--- src/rtl/p3_pkg.sv ---
// Shared lab package: FSM state encoding, requester count and the even-bit
// switch parity function used by several board blocks.
package p3_pkg;

  localparam int NUM_REQ = 4;
  localparam int IDX_W   = $clog2(NUM_REQ);

  typedef enum logic [1:0] {
    IDLE  = 2'd0,
    GRANT = 2'd1,
    HOLD  = 2'd2
  } state_t;

  function automatic logic even_parity8(input logic [7:0] v);
    return v[0] ^ v[2] ^ v[4] ^ v[6];
  endfunction

endpackage

--- src/rtl/rr_arbiter4.sv ---
// Combinational round-robin pick: scans ptr, ptr+1, ... mod 4 and returns the
// first pending request as a one-hot vector plus its index.
module rr_arbiter4
  import p3_pkg::*;
(
  input  logic [NUM_REQ-1:0] req,
  input  logic [IDX_W-1:0]   ptr,
  output logic [NUM_REQ-1:0] win_oh,
  output logic [IDX_W-1:0]   win_idx,
  output logic               win_vld
);

  logic [IDX_W-1:0] idx;

  // Walk from the farthest offset back to ptr so the closest pending one wins.
  always_comb begin
    idx     = '0;
    win_idx = '0;
    win_vld = 1'b0;
    for (int i = NUM_REQ - 1; i >= 0; i--) begin
      idx = ptr + IDX_W'(i);
      if (req[idx]) begin
        win_idx = idx;
        win_vld = 1'b1;
      end
    end
  end

  always_comb begin
    win_oh = '0;
    if (win_vld) win_oh[win_idx] = 1'b1;
  end

endmodule

--- src/rtl/parity_btn_arbiter.sv ---
// Shares the even-bit switch parity checker among four push buttons: presses
// are synchronised, queued, granted round-robin and shown on the LEDs.
module parity_btn_arbiter
  import p3_pkg::*;
#(
  parameter int HOLD_CYCLES = 8
) (
  input  logic                clk,
  input  logic                rst_n,
  input  logic [7:0]          sw,
  input  logic [NUM_REQ-1:0]  btn,
  output logic [1:0]          led,
  output logic [NUM_REQ-1:0]  gnt,
  output logic                busy
);

  localparam int CW = (HOLD_CYCLES > 1) ? $clog2(HOLD_CYCLES) : 1;
  localparam logic [CW-1:0] CNT_LOAD = CW'(HOLD_CYCLES - 1);

  state_t state, state_nxt;

  logic [NUM_REQ-1:0] sync1, sync2, sync3;
  logic [NUM_REQ-1:0] rise, pend, pend_clr;
  logic [NUM_REQ-1:0] win_oh, gnt_q;
  logic [IDX_W-1:0]   ptr, win_idx, gidx;
  logic               win_vld;
  logic [7:0]         swcap;
  logic [CW-1:0]      cnt;
  logic               par;

  // Two flops for metastability, a third as the previous value for edge detect.
  always_ff @(posedge clk or negedge rst_n) begin
    if (!rst_n) begin
      sync1 <= '0;
      sync2 <= '0;
      sync3 <= '0;
    end else begin
      sync1 <= btn;
      sync2 <= sync1;
      sync3 <= sync2;
    end
  end

  assign rise = sync2 & ~sync3;

  rr_arbiter4 u_arb (
    .req     (pend),
    .ptr     (ptr),
    .win_oh  (win_oh),
    .win_idx (win_idx),
    .win_vld (win_vld)
  );

  // Clear on GRANT exit; a rise in the same cycle re-arms the bit.
  assign pend_clr = (state == GRANT) ? gnt_q : '0;

  always_ff @(posedge clk or negedge rst_n) begin
    if (!rst_n) pend <= '0;
    else        pend <= (pend & ~pend_clr) | rise;
  end

  always_ff @(posedge clk or negedge rst_n) begin
    if (!rst_n) state <= IDLE;
    else        state <= state_nxt;
  end

  always_comb begin
    state_nxt = state;
    case (state)
      IDLE:    if (win_vld) state_nxt = GRANT;
      GRANT:   state_nxt = HOLD;
      HOLD:    if (cnt == '0) state_nxt = IDLE;
      default: state_nxt = IDLE;
    endcase
  end

  always_ff @(posedge clk or negedge rst_n) begin
    if (!rst_n) begin
      gnt_q <= '0;
      gidx  <= '0;
      ptr   <= '0;
      swcap <= '0;
      cnt   <= '0;
    end else begin
      case (state)
        IDLE: if (win_vld) begin
          gnt_q <= win_oh;
          gidx  <= win_idx;
          ptr   <= win_idx + IDX_W'(1);
        end
        GRANT: begin
          swcap <= sw;
          cnt   <= CNT_LOAD;
        end
        HOLD: if (cnt != '0) cnt <= cnt - CW'(1);
        default: ;
      endcase
    end
  end

  // Result is only qualified for requesters 0 and 2 (even index).
  assign par = even_parity8(swcap);

  always_comb begin
    led  = '0;
    gnt  = '0;
    busy = (state != IDLE);
    if (state != IDLE) gnt = gnt_q;
    if (state == HOLD) led = {par & ~gidx[0], par};
  end

endmodule
--- config.mk ---
export PLATFORM = sky130hd
export DESIGN_NAME = parity_btn_arbiter
export DESIGN_NICKNAME = d
export VERILOG_FILES = /design/src/rtl/p3_pkg.sv /design/src/rtl/rr_arbiter4.sv /design/src/rtl/parity_btn_arbiter.sv
export SDC_FILE = /design/constraint.sdc
export NUM_CORES = 1
export LEC_CHECK = 0
export ABC_AREA = 0
export BUFFER_PORTS_ARGS = -buffer_cell sky130_fd_sc_hd__buf_2
export CAP_MARGIN = 40
export CORE_UTILIZATION = 50
export DETAILED_ROUTE_END_ITERATION = 8
export PLACE_DENSITY_LB_ADDON = 0.2
export SETUP_SLACK_MARGIN = 0.15
export SYNTH_ARGS = -nofsm -noshare
export SYNTH_HDL_FRONTEND = slang
export SYNTH_SLANG_ARGS = --single-unit
--- constraint.sdc ---
create_clock -name clk -period 2.6 [get_ports clk]
set_input_delay 0.26 -clock clk [delete_from_list [all_inputs] [get_ports clk]]
set_output_delay 0.26 -clock clk [all_outputs]
set_load 0.01 [all_outputs]
## Yosys cells after proc, flatten, opt, wreduce, memory -nomap -nowiden

Index checks and enable logic that the tools add are counted.

- Mux-type cells: 26
- $add $sub $neg: 5
- Eq/ne operators: 5
- Shifts and indexed selects: 0
- Reductions and logical operators: 9
- Bitwise operators: 10
- Multipliers: 0
- Div/mod/pow operators: 0
- Magnitude comparators: 6

Operators by type and width:

| operator | count |
|---|---|
| $lt A2 B3 Y1 const B | 5 |
| $mux W2 | 7 |
| $mux W1 | 9 |
| $and A4 B4 Y4 | 2 |
| $bmux W1 S2 | 4 |
| $mux W4 | 2 |
| $not A4 Y4 | 2 |
| $pmux W2 S3 | 1 |
| $pmux W3 S2 | 1 |
| $reduce_and A2 Y1 | 3 |
| $add A2 B1 Y2 const B | 2 |
| $add A2 B2 Y2 const B | 2 |
| $ne A2 B2 Y1 const B | 2 |
| $or A4 B4 Y4 | 1 |
| $reduce_bool A2 Y1 | 2 |
| $logic_not A3 Y1 | 1 |
| $mux W3 | 1 |
| $reduce_bool A3 Y1 | 1 |
| $sub A3 B1 Y3 const B | 1 |
| $xor A1 B1 Y1 | 3 |
| $demux W1 S2 | 1 |
| $eq A2 B1 Y1 const B | 1 |
| $eq A2 B2 Y1 const B | 1 |
| $ge A2 B1 Y1 const B | 1 |
| 5 further kinds | 5 |

- Memory bits (read-only): 0
- Input port bits: 14
- Memory bits (writable): 0
- Output and inout bits: 7
- Flip-flop bits (word level): 35
- Memories kept: 0
- Word-level logic and storage cells: 71
- Latch bits: 0

## Depth between registers and ports, before layout

- Word-level depth: 11
- Depth in mapped cells: 6
- Gate-level depth less buffers: 6

## Cells and area by module

From an unflattened synthesis, not the netlist that was laid out.

- Cell total of the unflattened synthesis: 125
- Area total of the unflattened synthesis: 1,440.1 µm²

By module, submodules not included:

| module | seq. area each (µm²) | cells each | area each (µm²) | instances |
|---|---|---|---|---|
| parity_btn_arbiter | 800.8 | 97 | 1,263.7 | 1 |
| rr_arbiter4 | 0.0 | 28 | 176.4 | 1 |

## Worst setup path after synthesis

OpenSTA, ideal clock, no wires.

- Path type: reg-to-reg
- From: register pend[2]
- To: register gnt_q[2]
- Cell stages (with the launch flop): 7
- Clock period less this slack: 1.641 ns
- Setup time: 0.128 ns
- Data arrival time: 1.514 ns
- Required time: 2.472 ns
- Slack: 0.959 ns
- Buffers on the path: 0
- Cells stage by stage: dfrtp_1 > nor2b_1 > a21o_1 > a211oi_4 > inv_2 > ha_1 > mux2_1

- Longest elaborated chain between the ends: 10
- Elaborated cells on any way between the ends: 22
- Classes of those cells: order compare (2); mux (18); reduce/logical (2)

Ends and longest elaborated chain:

| element | line | text |
|---|---|---|
| start: declaration | parity_btn_arbiter.sv:23 | `logic [NUM_REQ-1:0] rise, pend, pend_clr;` |
| start signal: assignment | parity_btn_arbiter.sv:59 | `else pend <= (pend & ~pend_clr) \| rise;` |
| $bmux W1 S2 | rr_arbiter4.sv:22 | `if (req[idx]) begin` |
| $mux W1 (implied by the code) | rr_arbiter4.sv:22 |  |
| $mux W2 (3 in a row) | rr_arbiter4.sv:22 |  |
| $mux W2 * | rr_arbiter4.sv:22 |  |
| $lt A2 B3 Y1 (implied by the code) or $ge A2 B1 Y1 (tied branches) | rr_arbiter4.sv:31 | `if (win_vld) win_oh[win_idx] = 1'b1;` |
| $logic_and A1 B1 Y1 (implied by the code) | rr_arbiter4.sv:31 |  |
| $mux W1 (implied by the code) | rr_arbiter4.sv:31 |  |
| $demux W1 S2 * | n/a |  |
| via u_arb.win_oh[2] | rr_arbiter4.sv:8 | `output logic [NUM_REQ-1:0] win_oh,` |
| end signal: assignment | parity_btn_arbiter.sv:87 | `gnt_q <= win_oh;` |
| end: declaration | parity_btn_arbiter.sv:24 | `logic [NUM_REQ-1:0] win_oh, gnt_q;` |

Mark *: on every way through the listed nets, which the timed path passes. The rest lies on a longest branch. The select of a mux whose other input is x is not followed.
A chain may end at the register's enable or synchronous reset.

## Final worst setup path

Same ends and word-level chain as after synthesis.

==> results.md <==
- Grt ovf: 0
- Post-CTS Setup Bufs: 0
- CTS tree: built
- Worst slew pin tran: 678 ps
- Beginning of the worst hold path: btn[3]
- Switching share of power: 0.386
- Synth Register Bits: 32
- Hold Violations, Final: 0
- Clock Power Share: 0.191
- Via density: 5.14
- Initial antenna violation count: 0
- Placed cells: 168
- LEAKAGE: 0.765 nW
- Syn avg cell area: 10.9 µm²
- Critical Path RT: 2810 ps
- Dpl ws: 830 ps
- Initial Util: 0.535
- Final worst-path cycle share: 0.681
- Switch Pwr: 0.750 mW
- Tot Pwr: 1.94 mW
- Final WS setup: 828 ps
- Critical path class: reg -> reg
- Maximum VDD drop: 0.740 mV
- Clock Skews: 8.59 ps
- I/O Buffers: 16
- Die Ht: 53.9 µm
- Gate power share: 0.395
- Sink Count: 32
- Area post-placement: 1460 µm²
- Post-synthesis sequential area ratio: 0.594
- WL final: 2200 µm
- Ys Warns: 0
- First-pass GRT wire length: 3710 µm
- FP Rows: 18
- Start of the worst register-to-register path: pend[2]
- Post-Syn Area: 1350 µm²
- Relative slew slack: 0.548
- Register-to-Register Path Depth: 6
- Worst Setup End Kind: register
- Crit-path max FO: 4
- Antenna Nets Post-Route: 0
- Synth unique cells: 31
- ANT cells: 0
- Max-cap violation count: 0
- Power per cell area: 1250 nW/µm²
- Layout cells sized above 1: 0.231
- Post-detail-place hpwl: 1570 µm
- WHS Endpoint: sync1[3]
- Synth-to-Final Area Change: 14.7%
- DR vias: 910
- Status: completed
- Largest net degree at the start of global routing: 33
- Max H-tree Level: 2
- Hold Crit Class: in -> reg
- GRT Overall Usage: 0.189
- Post-CTS Hold Fix Bufs: 1
- Worst hold path cell count: 1
- Fin crit period: 1770 ps
- NumNets Final: 163
- Synth Instances: 124
- Setup violations, final: 0
- Layout Utilization: 0.614
- Hold Slack: 38.9 ps
- Nature of the critical path startpoint: register
- Die ar.: 2910 µm²
- RSZ-0062 raised after global routing: false
- Clk buf depth: 2
- Fmax: 564 MHz
- Final Max Slew Viols: 0
- TritonCTS Buffers: 5
- Int Power: 1.19 mW
- Core Region: 2520 µm²
- Mapped Nets: 141
- Vias in the first global route: 859
- WL per Instance: 12.4 µm
- I/O Pins: 21
- Crit path DAT: 1980 ps
- Final Non-Filler Cells: 177
- Part of the power in registers: 0.414
- 1st-iter DRT viols: 19
- RD Place Congestion: 0.732
- R2r setup slk: 830 ps
- Critical R2R Capture: gnt_q[2]
- CTS resizes: 0
- Clk pin slew, worst setup/hold paths: 100 ps
- DIE WIDTH: 53.9 µm
- Post-route DRC: 0
- Total Negative Setup Slacks: 0 ps
- Finished Cell Area: 1550 µm²
- First-pass detailed-route iteration total: 4
- Worst-skew pair later-pin latency: 330 ps
- Root Driver: clkbuf_4
kinds of logic (layout without fill, tap and decap cells):
family	after synthesis	count (layout)	share of synthesized area
flops	32	32	0.594
mux	2	2	0.0158
simple gates	45	45	0.158
buf+inv	17	40	0.0510
xor+xnor	3	3	0.0195
compound gates	22	22	0.135
fa+ha+maj	3	3	0.0278
power by group through the flow:
stage | clock, mW | combinational [mW] | sequential (mW)
2_1_floorplan | 0 | 0.625 | 0.758
3_3_place_gp | 0 | 0.739 | 0.802
3_5_place_dp | 0 | 0.773 | 0.813
4_1_cts | 0.380 | 0.778 | 0.801
5_1_grt | 0.396 | 0.879 | 0.826
6_report | 0.371 | 0.766 | 0.804
cell usage after synthesis:
cell type  number  share of area
buf_2           1         0.0037
mux2i_1         1         0.0074
nor2b_1         7          0.032
ha_1            3          0.028
o31ai_2         1         0.0093
nand2b_1        4          0.019
mux2_1          1         0.0083
nor2_1          5          0.014
o21ai_1         7          0.026
o211ai_1        1         0.0056
o31ai_1         1         0.0056
a21o_1          1         0.0056
inv_2           4          0.011
buf_4           1         0.0056
clkbuf_1        1         0.0028
o32a_4          1          0.017
a211oi_4        1          0.015
a21oi_1         4          0.015
a41oi_1         1         0.0065
inv_1          10          0.028
and2_1          1         0.0046
o21ai_0         1         0.0037
o41ai_2         1          0.012
o32a_1          1         0.0074
xnor2_1         3          0.019
or4_1           1         0.0056
a31o_1          1         0.0065
dfrtp_1        32           0.59
nor2_4          1         0.0083
nand2_1        24          0.067
nor3_1          2         0.0074
state kept, by name (all words and copies together) (netlist names):
signal,flops
cnt,3
gidx,1
gnt_q,4
pend,4
ptr,2
state,2
swcap,4
sync1,4
sync2,4
sync3,4
routing by layer:
metal / up-vias / share of wire / GRT usage
met1: 439 / 0.49 / 0.229
li1: 445 / - / -
met4: 0 / 0.015 / 0.101
met3: 4 / 0.039 / 0.0621
met5: - / 0 / 0
met2: 22 / 0.46 / 0.298
worst max-delay path: stages (launching register included):
cell and delay, ps:
dfrtp_1 430, nor2b_1 170, a21o_1 180, a211oi_4 310
inv_2 100, ha_1 200, mux2_1 280
placed cells by master (no fill, tap or decap), drive strengths merged, types with 2 or more instances in the layout:
cell type / n
dfrtp: 32
nand2: 24
buf: 17
inv: 14
o21ai: 8
nor2b: 7
nor2: 6
clkbuf: 5
nand2b: 4
a21oi: 4
xnor2: 3
ha: 3
nor3: 2
o32a: 2
o31ai: 2
area by class of cell:
cell class / instances / area (µm²)
repair buffers: 18 / 97.6
fillers: 223 / 975
clock inverters: 3 / 42.5
inverters: 14 / 52.6
clock buffers: 5 / 37.5
multi-input cells: 75 / 479
flip-flops and latches: 32 / 801
well taps: 30 / 37.5
worst max path at each step:
stage	startpoint	end	slack (ps)	cells past startpoint
after global placement	pend[2]	gnt_q[2]	880	6
final	pend[2]	gnt_q[2]	830	6
after floorplan	pend[2]	gnt_q[2]	960	6
after global routing	pend[2]	gnt_q[2]	750	6
after detailed placement	pend[2]	gnt_q[2]	830	6
after CTS	pend[2]	gnt_q[2]	820	6
Power figures use the tool's default switching activity.
